===== src/rtl/uart_alici_tamponlu_pkg.sv =====
// Shared constants for the buffered UART receiver: parity codes, FSM states, default clocking.
package uart_alici_tamponlu_pkg;

  localparam int unsigned PariteYok  = 0;
  localparam int unsigned PariteTek  = 1;
  localparam int unsigned PariteCift = 2;

  localparam int unsigned ClkHz    = 50_000_000;
  localparam int unsigned BaudRate = 115_200;

  typedef enum logic [2:0] {
    StBos,
    StBasla,
    StVeri,
    StParite,
    StDur,
    StKopma
  } durum_e;

  function automatic logic cogunluk(input logic a, input logic b, input logic c);
    return (a & b) | (a & c) | (b & c);
  endfunction

endpackage


===== src/rtl/uart_alici_tamponlu_fifo.sv =====
// First-word-fall-through FIFO with synchronous reset, occupancy output and overflow strobe.
module uart_alici_tamponlu_fifo #(
  parameter int unsigned DATA_WIDTH = 8,
  parameter int unsigned DATA_DEPTH = 32
) (
  input  logic                          clk_i,
  input  logic                          rst_i,
  input  logic                          wr_en_i,
  input  logic [DATA_WIDTH-1:0]         wr_data_i,
  input  logic                          rd_en_i,
  output logic [DATA_WIDTH-1:0]         rd_data_o,
  output logic                          empty_o,
  output logic                          full_o,
  output logic [$clog2(DATA_DEPTH):0]   count_o,
  output logic                          overflow_o
);

  localparam int unsigned AW = $clog2(DATA_DEPTH);

  logic [DATA_WIDTH-1:0] mem [DATA_DEPTH];
  logic [AW-1:0]         wr_ptr_q, rd_ptr_q;
  logic [AW:0]           count_q, count_d;
  logic                  do_wr, do_rd;

  assign empty_o = (count_q == '0);
  assign full_o  = (count_q == (AW + 1)'(DATA_DEPTH));

  // A pop in the same cycle frees the slot, so a push into a full FIFO still lands.
  assign do_rd      = rd_en_i & ~empty_o;
  assign do_wr      = wr_en_i & (~full_o | do_rd);
  assign overflow_o = wr_en_i & full_o & ~do_rd;

  assign rd_data_o = empty_o ? '0 : mem[rd_ptr_q];
  assign count_o   = count_q;

  always_comb begin
    count_d = count_q;
    if (do_wr && !do_rd) begin
      count_d = count_q + (AW + 1)'(1);
    end else if (do_rd && !do_wr) begin
      count_d = count_q - (AW + 1)'(1);
    end
  end

  always_ff @(posedge clk_i) begin
    if (rst_i) begin
      wr_ptr_q <= '0;
      rd_ptr_q <= '0;
      count_q  <= '0;
    end else begin
      count_q <= count_d;
      if (do_wr) wr_ptr_q <= wr_ptr_q + AW'(1);
      if (do_rd) rd_ptr_q <= rd_ptr_q + AW'(1);
    end
  end

  always_ff @(posedge clk_i) begin
    if (do_wr) mem[wr_ptr_q] <= wr_data_i;
  end

endmodule


===== src/rtl/uart_alici_tamponlu.sv =====
// Oversampled UART receiver with 3-sample majority voting, parity/framing/break detection,
// saturating error counter and an RX FIFO with valid/ready read side.
module uart_alici_tamponlu
  import uart_alici_tamponlu_pkg::*;
#(
  parameter int unsigned VERI_BIT      = 8,
  parameter int unsigned PARITE        = 0,
  parameter int unsigned DUR_BIT       = 1,
  parameter int unsigned ORNEK         = 16,
  parameter int unsigned FIFO_DERINLIK = 32,
  parameter int unsigned BAUD_W        = 16
) (
  input  logic                               clk_i,
  input  logic                               rst_i,
  input  logic [BAUD_W-1:0]                  baud_div_i,
  input  logic                               rx_i,
  output logic [VERI_BIT-1:0]                veri_o,
  output logic                               gecerli_o,
  input  logic                               hazir_i,
  output logic [$clog2(FIFO_DERINLIK):0]     doluluk_o,
  output logic                               parite_hata_o,
  output logic                               cerceve_hata_o,
  output logic                               kopma_o,
  output logic                               tasma_o,
  output logic [15:0]                        hata_sayac_o
);

  localparam int unsigned Yari = ORNEK / 2;
  localparam int unsigned SmpW = $clog2(ORNEK) + 1;
  localparam int unsigned BitW = 4;

  durum_e durum_q, durum_d;

  logic [1:0]          sync_q;
  logic                rx_s, rx_prev_q;
  logic [BAUD_W-1:0]   tick_cnt_q, tick_cnt_d, reload;
  logic                tick, restart;
  logic [SmpW-1:0]     smp_q, smp_d, smp_n;
  logic [BitW-1:0]     bit_q, bit_d;
  logic [VERI_BIT-1:0] shreg_q, shreg_d;
  logic                par_q, par_d;
  logic                stop_bad_q, stop_bad_d, stop_bad_now;
  logic [1:0]          vote_q, vote_d;
  logic                ornek_an, karar, bit_val;
  logic                sifir, par_ok;
  logic                push, par_err, frm_err, brk;
  logic                fifo_empty, fifo_full, fifo_ovf;
  logic                parite_q, cerceve_q, kopma_q, tasma_q;
  logic [15:0]         hata_q, hata_d;
  logic [2:0]          n_err;
  logic [16:0]         hata_sum;

  assign rx_s   = sync_q[1];
  assign reload = (baud_div_i == '0) ? '0 : baud_div_i - BAUD_W'(1);
  assign tick   = (tick_cnt_q == '0);

  always_comb begin
    tick_cnt_d = tick_cnt_q - BAUD_W'(1);
    if (restart || tick) tick_cnt_d = reload;
  end

  assign ornek_an = tick && (durum_q != StBos) && (durum_q != StKopma);
  assign smp_n    = smp_q + SmpW'(1);
  assign karar    = ornek_an && (smp_n == SmpW'(Yari + 1));
  assign bit_val  = cogunluk(vote_q[0], vote_q[1], rx_s);

  // A break is an all-zero frame, parity bit included, ending on a low stop sample.
  assign sifir  = (shreg_q == '0) && ((PARITE == PariteYok) || !par_q);
  assign par_ok = (PARITE == PariteYok) ? 1'b1 :
                  (PARITE == PariteTek) ? ^{shreg_q, par_q} : ~^{shreg_q, par_q};

  always_comb begin
    durum_d      = durum_q;
    smp_d        = smp_q;
    bit_d        = bit_q;
    shreg_d      = shreg_q;
    par_d        = par_q;
    stop_bad_d   = stop_bad_q;
    vote_d       = vote_q;
    stop_bad_now = stop_bad_q | ~bit_val;
    restart      = 1'b0;
    push         = 1'b0;
    par_err      = 1'b0;
    frm_err      = 1'b0;
    brk          = 1'b0;

    if (ornek_an) begin
      smp_d = (smp_n == SmpW'(ORNEK)) ? '0 : smp_n;
      if (smp_n == SmpW'(Yari - 1)) vote_d[0] = rx_s;
      if (smp_n == SmpW'(Yari))     vote_d[1] = rx_s;
    end

    unique case (durum_q)
      StBos: begin
        if (rx_prev_q && !rx_s) begin
          durum_d = StBasla;
          restart = 1'b1;
          smp_d   = '0;
        end
      end
      StBasla: begin
        if (karar) begin
          if (bit_val) begin
            durum_d = StBos;
          end else begin
            durum_d    = StVeri;
            bit_d      = '0;
            stop_bad_d = 1'b0;
          end
        end
      end
      StVeri: begin
        if (karar) begin
          shreg_d = {bit_val, shreg_q[VERI_BIT-1:1]};
          if (bit_q == BitW'(VERI_BIT - 1)) begin
            bit_d   = '0;
            durum_d = (PARITE != PariteYok) ? StParite : StDur;
          end else begin
            bit_d = bit_q + BitW'(1);
          end
        end
      end
      StParite: begin
        if (karar) begin
          par_d   = bit_val;
          durum_d = StDur;
        end
      end
      StDur: begin
        if (karar) begin
          if (bit_q == BitW'(DUR_BIT - 1)) begin
            if (stop_bad_now && sifir) begin
              brk     = 1'b1;
              durum_d = StKopma;
            end else begin
              durum_d = StBos;
              par_err = ~par_ok;
              frm_err = stop_bad_now;
              push    = par_ok & ~stop_bad_now;
            end
          end else begin
            bit_d      = bit_q + BitW'(1);
            stop_bad_d = stop_bad_now;
          end
        end
      end
      StKopma: begin
        if (rx_s) durum_d = StBos;
      end
      default: durum_d = StBos;
    endcase
  end

  always_comb begin
    n_err    = 3'(par_err) + 3'(frm_err) + 3'(brk) + 3'(fifo_ovf);
    hata_sum = {1'b0, hata_q} + 17'(n_err);
    hata_d   = hata_sum[16] ? 16'hFFFF : hata_sum[15:0];
  end

  always_ff @(posedge clk_i) begin
    if (rst_i) begin
      durum_q    <= StBos;
      sync_q     <= 2'b11;
      rx_prev_q  <= 1'b1;
      tick_cnt_q <= '0;
      smp_q      <= '0;
      bit_q      <= '0;
      shreg_q    <= '0;
      par_q      <= 1'b0;
      stop_bad_q <= 1'b0;
      vote_q     <= 2'b11;
      parite_q   <= 1'b0;
      cerceve_q  <= 1'b0;
      kopma_q    <= 1'b0;
      tasma_q    <= 1'b0;
      hata_q     <= '0;
    end else begin
      durum_q    <= durum_d;
      sync_q     <= {sync_q[0], rx_i};
      rx_prev_q  <= rx_s;
      tick_cnt_q <= tick_cnt_d;
      smp_q      <= smp_d;
      bit_q      <= bit_d;
      shreg_q    <= shreg_d;
      par_q      <= par_d;
      stop_bad_q <= stop_bad_d;
      vote_q     <= vote_d;
      parite_q   <= par_err;
      cerceve_q  <= frm_err;
      kopma_q    <= brk;
      tasma_q    <= fifo_ovf;
      hata_q     <= hata_d;
    end
  end

  uart_alici_tamponlu_fifo #(
    .DATA_WIDTH (VERI_BIT),
    .DATA_DEPTH (FIFO_DERINLIK)
  ) u_fifo (
    .clk_i      (clk_i),
    .rst_i      (rst_i),
    .wr_en_i    (push),
    .wr_data_i  (shreg_q),
    .rd_en_i    (hazir_i),
    .rd_data_o  (veri_o),
    .empty_o    (fifo_empty),
    .full_o     (fifo_full),
    .count_o    (doluluk_o),
    .overflow_o (fifo_ovf)
  );

  assign gecerli_o      = ~fifo_empty;
  assign parite_hata_o  = parite_q;
  assign cerceve_hata_o = cerceve_q;
  assign kopma_o        = kopma_q;
  assign tasma_o        = tasma_q;
  assign hata_sayac_o   = hata_q;

  logic unused_full;
  assign unused_full = fifo_full;

endmodule


===== config.mk =====
export PLATFORM = sky130hd
export DESIGN_NAME = uart_alici_tamponlu
export DESIGN_NICKNAME = d
export VERILOG_FILES = /design/src/rtl/uart_alici_tamponlu_pkg.sv /design/src/rtl/uart_alici_tamponlu_fifo.sv /design/src/rtl/uart_alici_tamponlu.sv
export SDC_FILE = /design/constraint.sdc
export NUM_CORES = 1
export LEC_CHECK = 0
export CORE_UTILIZATION = 55
export DETAILED_ROUTE_END_ITERATION = 8
export PLACE_DENSITY = 0.84
export SETUP_SLACK_MARGIN = 0.4
export SLEW_MARGIN = 30
export SYNTH_ARGS = -nofsm -noshare
export SYNTH_HDL_FRONTEND = slang
export SYNTH_SLANG_ARGS = --single-unit
export TNS_END_PERCENT = 50

===== constraint.sdc =====
create_clock -name clk_i -period 5.53 [get_ports clk_i]
set_clock_uncertainty 0.05 [all_clocks]
set_input_delay 0.553 -clock clk_i [delete_from_list [all_inputs] [get_ports clk_i]]
set_output_delay 0.553 -clock clk_i [all_outputs]
set_load 0.005 [all_outputs]

; Yosys cells after proc, flatten, opt, wreduce, memory -nomap -nowiden
; Memory sizes are Yosys's and may differ from the RTL's. A register that Yosys moved wholly into a read port is not among the register bits.
; Index checks and enable logic that the tools add are counted.
[totals]
regBits = 77
ram_bits = 256
inputBits = 20
out_inout_bits = 35
wordCells = 145
memories = 1
[op_classes]
add_sub_neg = 11
eq_ne = 22
n_mux = 51
bitwise = 16
n_reduce_logical = 27
[mem_list]
columns = memory, words, width, read_ports, rd_ports_with_merged_regs, wr, line
row1 = u_fifo.mem, 32, 8, 1, 1, 1, uart_alici_tamponlu_fifo.sv:20  ; logic [DATA_WIDTH-1:0] mem [DATA_DEPTH];
[ops]
columns = cell, count
row1 = 16-bit 2-to-1 mux, 3
row2 = 16-bit logical NOT, 2
row3 = 16-bit by 1-bit subtractor with 16-bit output (second input constant), 2
row4 = 5-bit 2-to-1 mux, 6
row5 = 3-bit 2-to-1 mux, 9
row6 = 4-bit 2-to-1 mux, 6
row7 = 1-bit 2-to-1 mux, 20
row8 = 2-bit inequality test (second input constant), 10
row9 = 3-bit case mux with 6 select lines, 1
row10 = 16-bit by 3-bit adder with 17-bit output, 1
row11 = 5-bit by 1-bit adder with 5-bit output (second input constant), 3
row12 = 6-bit 2-to-1 mux, 2
row13 = 4-bit case mux with 3 select lines, 1
row14 = 5-bit by 4-bit == test with 1-bit output (second input constant), 2
row15 = 8-bit logical NOT, 1
row16 = 8-bit 2-to-1 mux, 1
row17 = 8-bit AND reduction, 1
row18 = 1-bit bitwise AND, 7
row19 = 1-bit logical AND, 7
row20 = 6-bit by 1-bit adder with 6-bit output (second input constant), 1
row21 = 3-bit by 2-bit == test with 1-bit output (second input constant), 2
row22 = 3-bit == test (second input constant), 2
row23 = 6-bit == test (second input constant), 1
row24 = 6-bit logical NOT, 1
row25 = 22 further kinds, 35

; Logic depth before layout (Yosys ltp)
[depth]
depth_word = 15
depth_mapped = 18
depth_no_buf = 17

; Cells and area by module
; Synthesis repeated with hierarchy kept, for this count alone.
[unflattened]
hier_cells = 956
area_unflattened_um2 = 14481.4
[by_module_without_submodules]
columns = mod, n_inst, cells_per_inst, area_each_um2, seq_area_each_um2
row1 = uart_alici_tamponlu_fifo, 1, 545, 11043.1, 8107.8
row2 = uart_alici_tamponlu, 1, 411, 3438.3, 1221.2

; Least setup slack after synthesis
; Ideal clock, no wire load.
[synth_path]
kind = reg-to-reg
start = register tick_cnt_q[8]
end = register hata_q[10] (netlist: hata_sayac_o[10])
setup_ps = 133
arrival_ps = 3665
t_required_ps = 5347
setup_slack_ps = 1683
stages_incl_launch_ff = 17
path_buffers = 1
synth_period_minus_slack_ps = 3847
cell_sequence = dfxtp_1 or4_4 nand2b_4 nor4_1 and2_1 nand2_1 nor2_1 fa_1 ha_1 fa_1 inv_1 nor3_1 nand3_1 nor2_1 nand3_1 clkbuf_1 a21oi_1
[synth_between]
word_cells_on_any_way = 16
classes_between = add/sub: 3 / mux: 7 / bitwise: 2 / reduce/logical: 4
[synth_lines]
columns = element, line
row1 = start: declaration, uart_alici_tamponlu.sv:36  ; logic [BAUD_W-1:0] tick_cnt_q, tick_cnt_d, reload;
row2 = start signal: assignment, uart_alici_tamponlu.sv:181  ; tick_cnt_q <= tick_cnt_d;
row3 = 16-bit logical NOT, uart_alici_tamponlu.sv:55  ; assign tick = (tick_cnt_q == '0);
row4 = 1-bit logical AND (2 in series), uart_alici_tamponlu.sv:62  ; assign ornek_an = tick && (durum_q != StBos) && (durum_q != StKopma);
row5 = 1-bit logical AND, uart_alici_tamponlu.sv:64  ; assign karar = ornek_an && (smp_n == SmpW'(Yari + 1));
row6 = 1-bit 2-to-1 mux, uart_alici_tamponlu.sv:130  ; if (karar) begin
row7 = 1-bit 2-to-1 mux, uart_alici_tamponlu.sv:93  ; unique case (durum_q)
row8 = net frm_err, uart_alici_tamponlu.sv:46  ; logic push, par_err, frm_err, brk;
row9 = 1-bit by 1-bit adder with 2-bit output, uart_alici_tamponlu.sv:155  ; n_err = 3'(par_err) + 3'(frm_err) + 3'(brk) + 3'(fifo_ovf);
row10 = 2-bit by 1-bit adder with 3-bit output, uart_alici_tamponlu.sv:155
row11 = 16-bit by 3-bit adder with 17-bit output, uart_alici_tamponlu.sv:156  ; hata_sum = {1'b0, hata_q} + 17'(n_err);
row12 = 16-bit 2-to-1 mux, uart_alici_tamponlu.sv:157  ; hata_d = hata_sum[16] ? 16'hFFFF : hata_sum[15:0];
row13 = end signal: assignment, uart_alici_tamponlu.sv:192  ; hata_q <= hata_d;
row14 = end: declaration, uart_alici_tamponlu.sv:49  ; logic [15:0] hata_q, hata_d;
; The timed path passes the listed nets, and every way through them passes these cells.
; A chain may end at the register's enable or synchronous reset.

; Worst setup path after layout
[layout_path]
start = register tick_cnt_q[0]
end = register hata_q[0] (netlist: hata_sayac_o[0])
; The elaborated chain is that of the path after synthesis.

==> results.txt <==
----------------------------------------------------
[Synthesis]
  Distinct cells, synth ... 68
  Number of nets in the synthesized netlist ... approximately 1,000
  Complex-gate fraction of the synthesized area ... between 5 and 6%
  Yosys Warn Count ... 0
  Prevailing post-synth register cell ... sky130_fd_sc_hd__edfxtp_1
  Gate count of the mapped netlist ... 955
  Xor/xnor share of the synthesized area ... 2.92%
  Mean instance size in the synthesized netlist ... about 15 µm²
  Share of flip-flops with an asynchronous set or reset ... 0%
  Mux share of post-synthesis cell area ... a little over an eighth
  Sequential area share after synthesis ... 64.9%
  Mapped cell area ... 14,400 µm²
  EDFF count, synth ... 256
  Synthesized flop and latch total ... ~340
  Simple-gate area share of the yosys netlist ... 9.59%
  Synthesized-area fraction occupied by adder cells ... roughly 2.2%
  Largest family of logic cells by synthesized area ... multiplexers

[Critical path]
  Worst EP arrival ... roughly 5000 ps
  CP top delay family ... simple AND/OR/NAND/NOR gates
  Critical Path End Type ... register
  Number of buffer and inverter stages on the critical path ... 2
  Worst path cell trace ... inv_1 > ha_1 > nor4b_2 > nand2_1 > nor4_1 > and2_1 > nand2_1 > nor2_1 > fa_1 > ha_1 > fa_1 > inv_1 > nor3_1 > nand3_1 > nor2_1 > nand3_1 > a21oi_1
  Peak per-stage delay on the critical path ... 570 ps
  Crit start category ... register
  CP Max Fanout ... 13
  Critical path required time ... 5910 ps
  Slowest cell on crit path ... sky130_fd_sc_hd__nor4_1
  Type of the worst setup path ... reg -> reg

[Placement]
  Count of buffers inserted at the top-level ports ... 53
  Detail Placement HPWL ... about 19,000 µm
  GPL Wtd Cong ... between 0.8 and 0.9

[Floorplanning]
  Die width ... around 160 µm
  Initial Util ... between 50% and 60%
  Area enclosed by the die boundary ... 26,800 µm²
  Std-Cell Core Area ... 25,400 µm²
  Site Rows ... between 50 and 60
  Top-level port count ... 55
  Die Y ... approximately 160 µm

[Clock network]
  Inserted Clock Buffers ... 35
  Buffer type at the clock tree root ... sky130_fd_sc_hd__clkbuf_16
  Total number of H-tree levels ... 2
  Reg clk slew, reported paths ... 60 ps
  Max clock buf depth ... 3
  Clk_lat worst skew ... 520 ps
  Number of buffers added to fix hold violations after cts ... 0
  Number of buffers inserted to repair setup after CTS ... 0
  Num Clock Sinks ... 338
  CTS tree ... built

[GRT]
  GR Layer Usage met1 ... a little under a third
  Global-route wire length before repair ... between 40,000 and 50,000 µm
  Met2 track demand over resource in global routing ... between 40% and 50%
  Global Route met3 Usage ... 3.61%
  Number of global-route vias before repair ... ~8,300
  Most Used Layer, Global Route ... met2
  GR Util All Layers ... roughly a quarter
  Pin count of the biggest net entering global routing ... 71
  Number of antenna violations at the first check in global routing ... 0
  GRT overflow ... 0

[Power and ir drop]
  Pwr dens ... between 300 and 400 nW/µm²
  Net switching share of the total power ... about 26%
  Worst VDD drop ... about 0.00026 V
  Internal ... 4.78 mW
  Share of total power in the clock network ... 35.9%
  Sequential power share ... between 40 and 50%
  Part of the total power dissipated in combinational logic ... just under 20%
  Leakage power ... approximately 5.4 nW
  Net switching power of the design ... around 1.7 mW

[Cells and area]
  Area of combinational cells with multiple inputs ... between 4000 and 5000 µm²
  Most frequent cells in the layout ... sky130_fd_sc_hd__edfxtp_1, sky130_fd_sc_hd__nor2_1, sky130_fd_sc_hd__mux4_2
  Share of the core filled with cells in the final layout ... about 64%
  Synth-to-layout area growth ... 13.7%
  Register Area ... 9340 µm²
  Fill count ... 1,718
  Most common cell after layout, fill and taps aside ... sky130_fd_sc_hd__edfxtp_1
  Share of cells above drive strength 1 ... 15.8%
  Net total in the final layout ... roughly 1,100
  Diode count ... 0

[Route]
  Starting DRC count in detailed routing ... 675
  Detailed Route WL ... 30,400 µm
  DRC violation count after routing ... 0
  Pre-antenna DRT Iters ... 6
  Average wire length per cell after detail routing ... 22.3 µm
  Final antenna-violating net count ... 0
  Total via count in the routed design ... around 8,400
  Via density per instance ... 6.15

[STA]
  Setup violations, final ... 0
  Slew Limit Headroom ... a little over a third
  Max Freq ... 218 MHz
  Count of endpoints failing hold in the final timing report ... 0
  Post-layout minimum cycle time ... around 4600 ps
  Worst Max-Slew Pin Slew ... approximately 950 ps
  Hold slack ... about 360 ps
  Final worst-path cycle share ... 83.1%
  RSZ-0062 raised after global routing ... false
  Pins Over Slew Limit ... 0
  Total negative slack ... 0 ps

[Min path]
  Worst hold path class ... reg -> reg

[Flow run]
  Max-Cap Viols ... 0

[Outcome]
  Status ... completed

----------------------------------------------------
cell usage after synthesis, drive strengths merged (3+ instances only):
| cell type | n | area, µm² |
|---|---|---|
| and2 | 7 | 43.8 |
| o31ai | 6 | 45.0 |
| fa | 3 | 60.1 |
| a211oi | 3 | 22.5 |
| nand3 | 22 | 115 |
| nor3b | 4 | 41.3 |
| mux4 | 80 | 1800 |
| edfxtp | 256 | 7690 |
| nor4 | 13 | 81.3 |
| inv | 27 | 101 |
| a22o | 8 | 70.1 |
| a22oi | 3 | 22.5 |
| clkbuf | 28 | 106 |
| buf | 14 | 66.3 |
| nor3 | 15 | 75.1 |
| or4 | 3 | 26.3 |
| a31oi | 9 | 56.3 |
| or2 | 6 | 37.5 |
| a21oi | 38 | 190 |
| nand2 | 44 | 165 |
| mux2i | 12 | 120 |
| o311ai | 3 | 43.8 |
| xnor2 | 24 | 210 |
| nand4 | 6 | 43.8 |
| nand2b | 10 | 70.1 |
| a2bb2oi | 5 | 43.8 |
| ha | 20 | 250 |
| nor2 | 108 | 405 |
| xor2 | 24 | 210 |
| o21ai | 10 | 53.8 |
| o211ai | 3 | 22.5 |
| nor4b | 4 | 35.0 |
| a21o | 5 | 37.5 |
| or3 | 9 | 56.3 |
| dfxtp | 82 | 1640 |
| nand3b | 5 | 37.5 |
| and3 | 3 | 20.0 |
| nor2b | 8 | 50.1 |
flip-flops by register name, indices dropped and copies added, names as in the netlist, 2 cells and up, named ones only:
| signal | flops |
|---|---|
| vote_q | 2 |
| bit_q | 4 |
| hata_sayac_o | 16 |
| u_fifo.rd_ptr_q | 5 |
| u_fifo.count_o | 6 |
| shreg_q | 8 |
| durum_q | 3 |
| u_fifo.mem | 256 |
| tick_cnt_q | 16 |
| smp_q | 5 |
| u_fifo.wr_ptr_q | 5 |
| sync_q | 2 |
kinds of logic after synthesis:
group,Yosys count
and+or+nand+nor,275
AOI/OAI and AO/OA,108
xor gates and xnor gates,48
other,1
muxes,92
buffers and inverters,69
DFF,338
adders and majority gates,24
power by group through the flow:
stage                     combinational, mW  sequential [mW]  clock (mW)
after floorplan                       0.942             2.86           0
after global placement                 1.19             2.94           0
after detailed placement               1.24             2.94           0
after CTS                              1.25             2.89        2.34
after global routing                   1.36             2.90        2.43
final                                  1.25             2.89        2.31
per-layer routing:
metal  vias up  share of wire [%]  wire length, µm
met5         -                  0                0
met4         0                2.5              747
met3        55                6.2             1870
met2       330                 51            15500
met1      4220                 40            12200
li1       3783                  -                -
layout make-up:
type / count / share of cell area (%)
Sequential cell: 338 / 57.1
Multi-Input combinational cell: 548 / 29.3
Clock buffer: 45 / 5.59
Timing Repair Buffer: 61 / 3.58
Tap cell: 330 / 2.53
Clock inverter: 16 / 1.26
Inverter: 27 / 0.620
worst paths after layout:
check | slack, ps | to | startpoint | depth (start not counted)
worst max-delay path | 930 | hata_sayac_o[0] | tick_cnt_q[0] | 17
worst min-delay path | 360 | sync_q[1] | sync_q[0] | 1
worst max register to register | 930 | hata_sayac_o[0] | tick_cnt_q[0] | 17
worst min register to register | 360 | sync_q[1] | sync_q[0] | 1
through the flow:
stage / cell area [µm²] / setup slack (ps) / total power [mW] / cells
global placement: 15200 / 1200 / 4.13 / 1304
floorplan: 14400 / 1680 / 3.80 / 955
detailed placement: 15200 / 831 / 4.18 / 1304
CTS: 16300 / 815 / 6.48 / 1365
global route: 16400 / 427 / 6.69 / 1365
finish: 16400 / 933 / 6.45 / 1365
repair_timing:
action / 4_1_cts / 5_1_grt
resized for setup: 0 / 1
setup endpoints to repair: 0 / 13
endpoints found under the hold margin: 0 / 0
(Power assumes the default switching activity.)
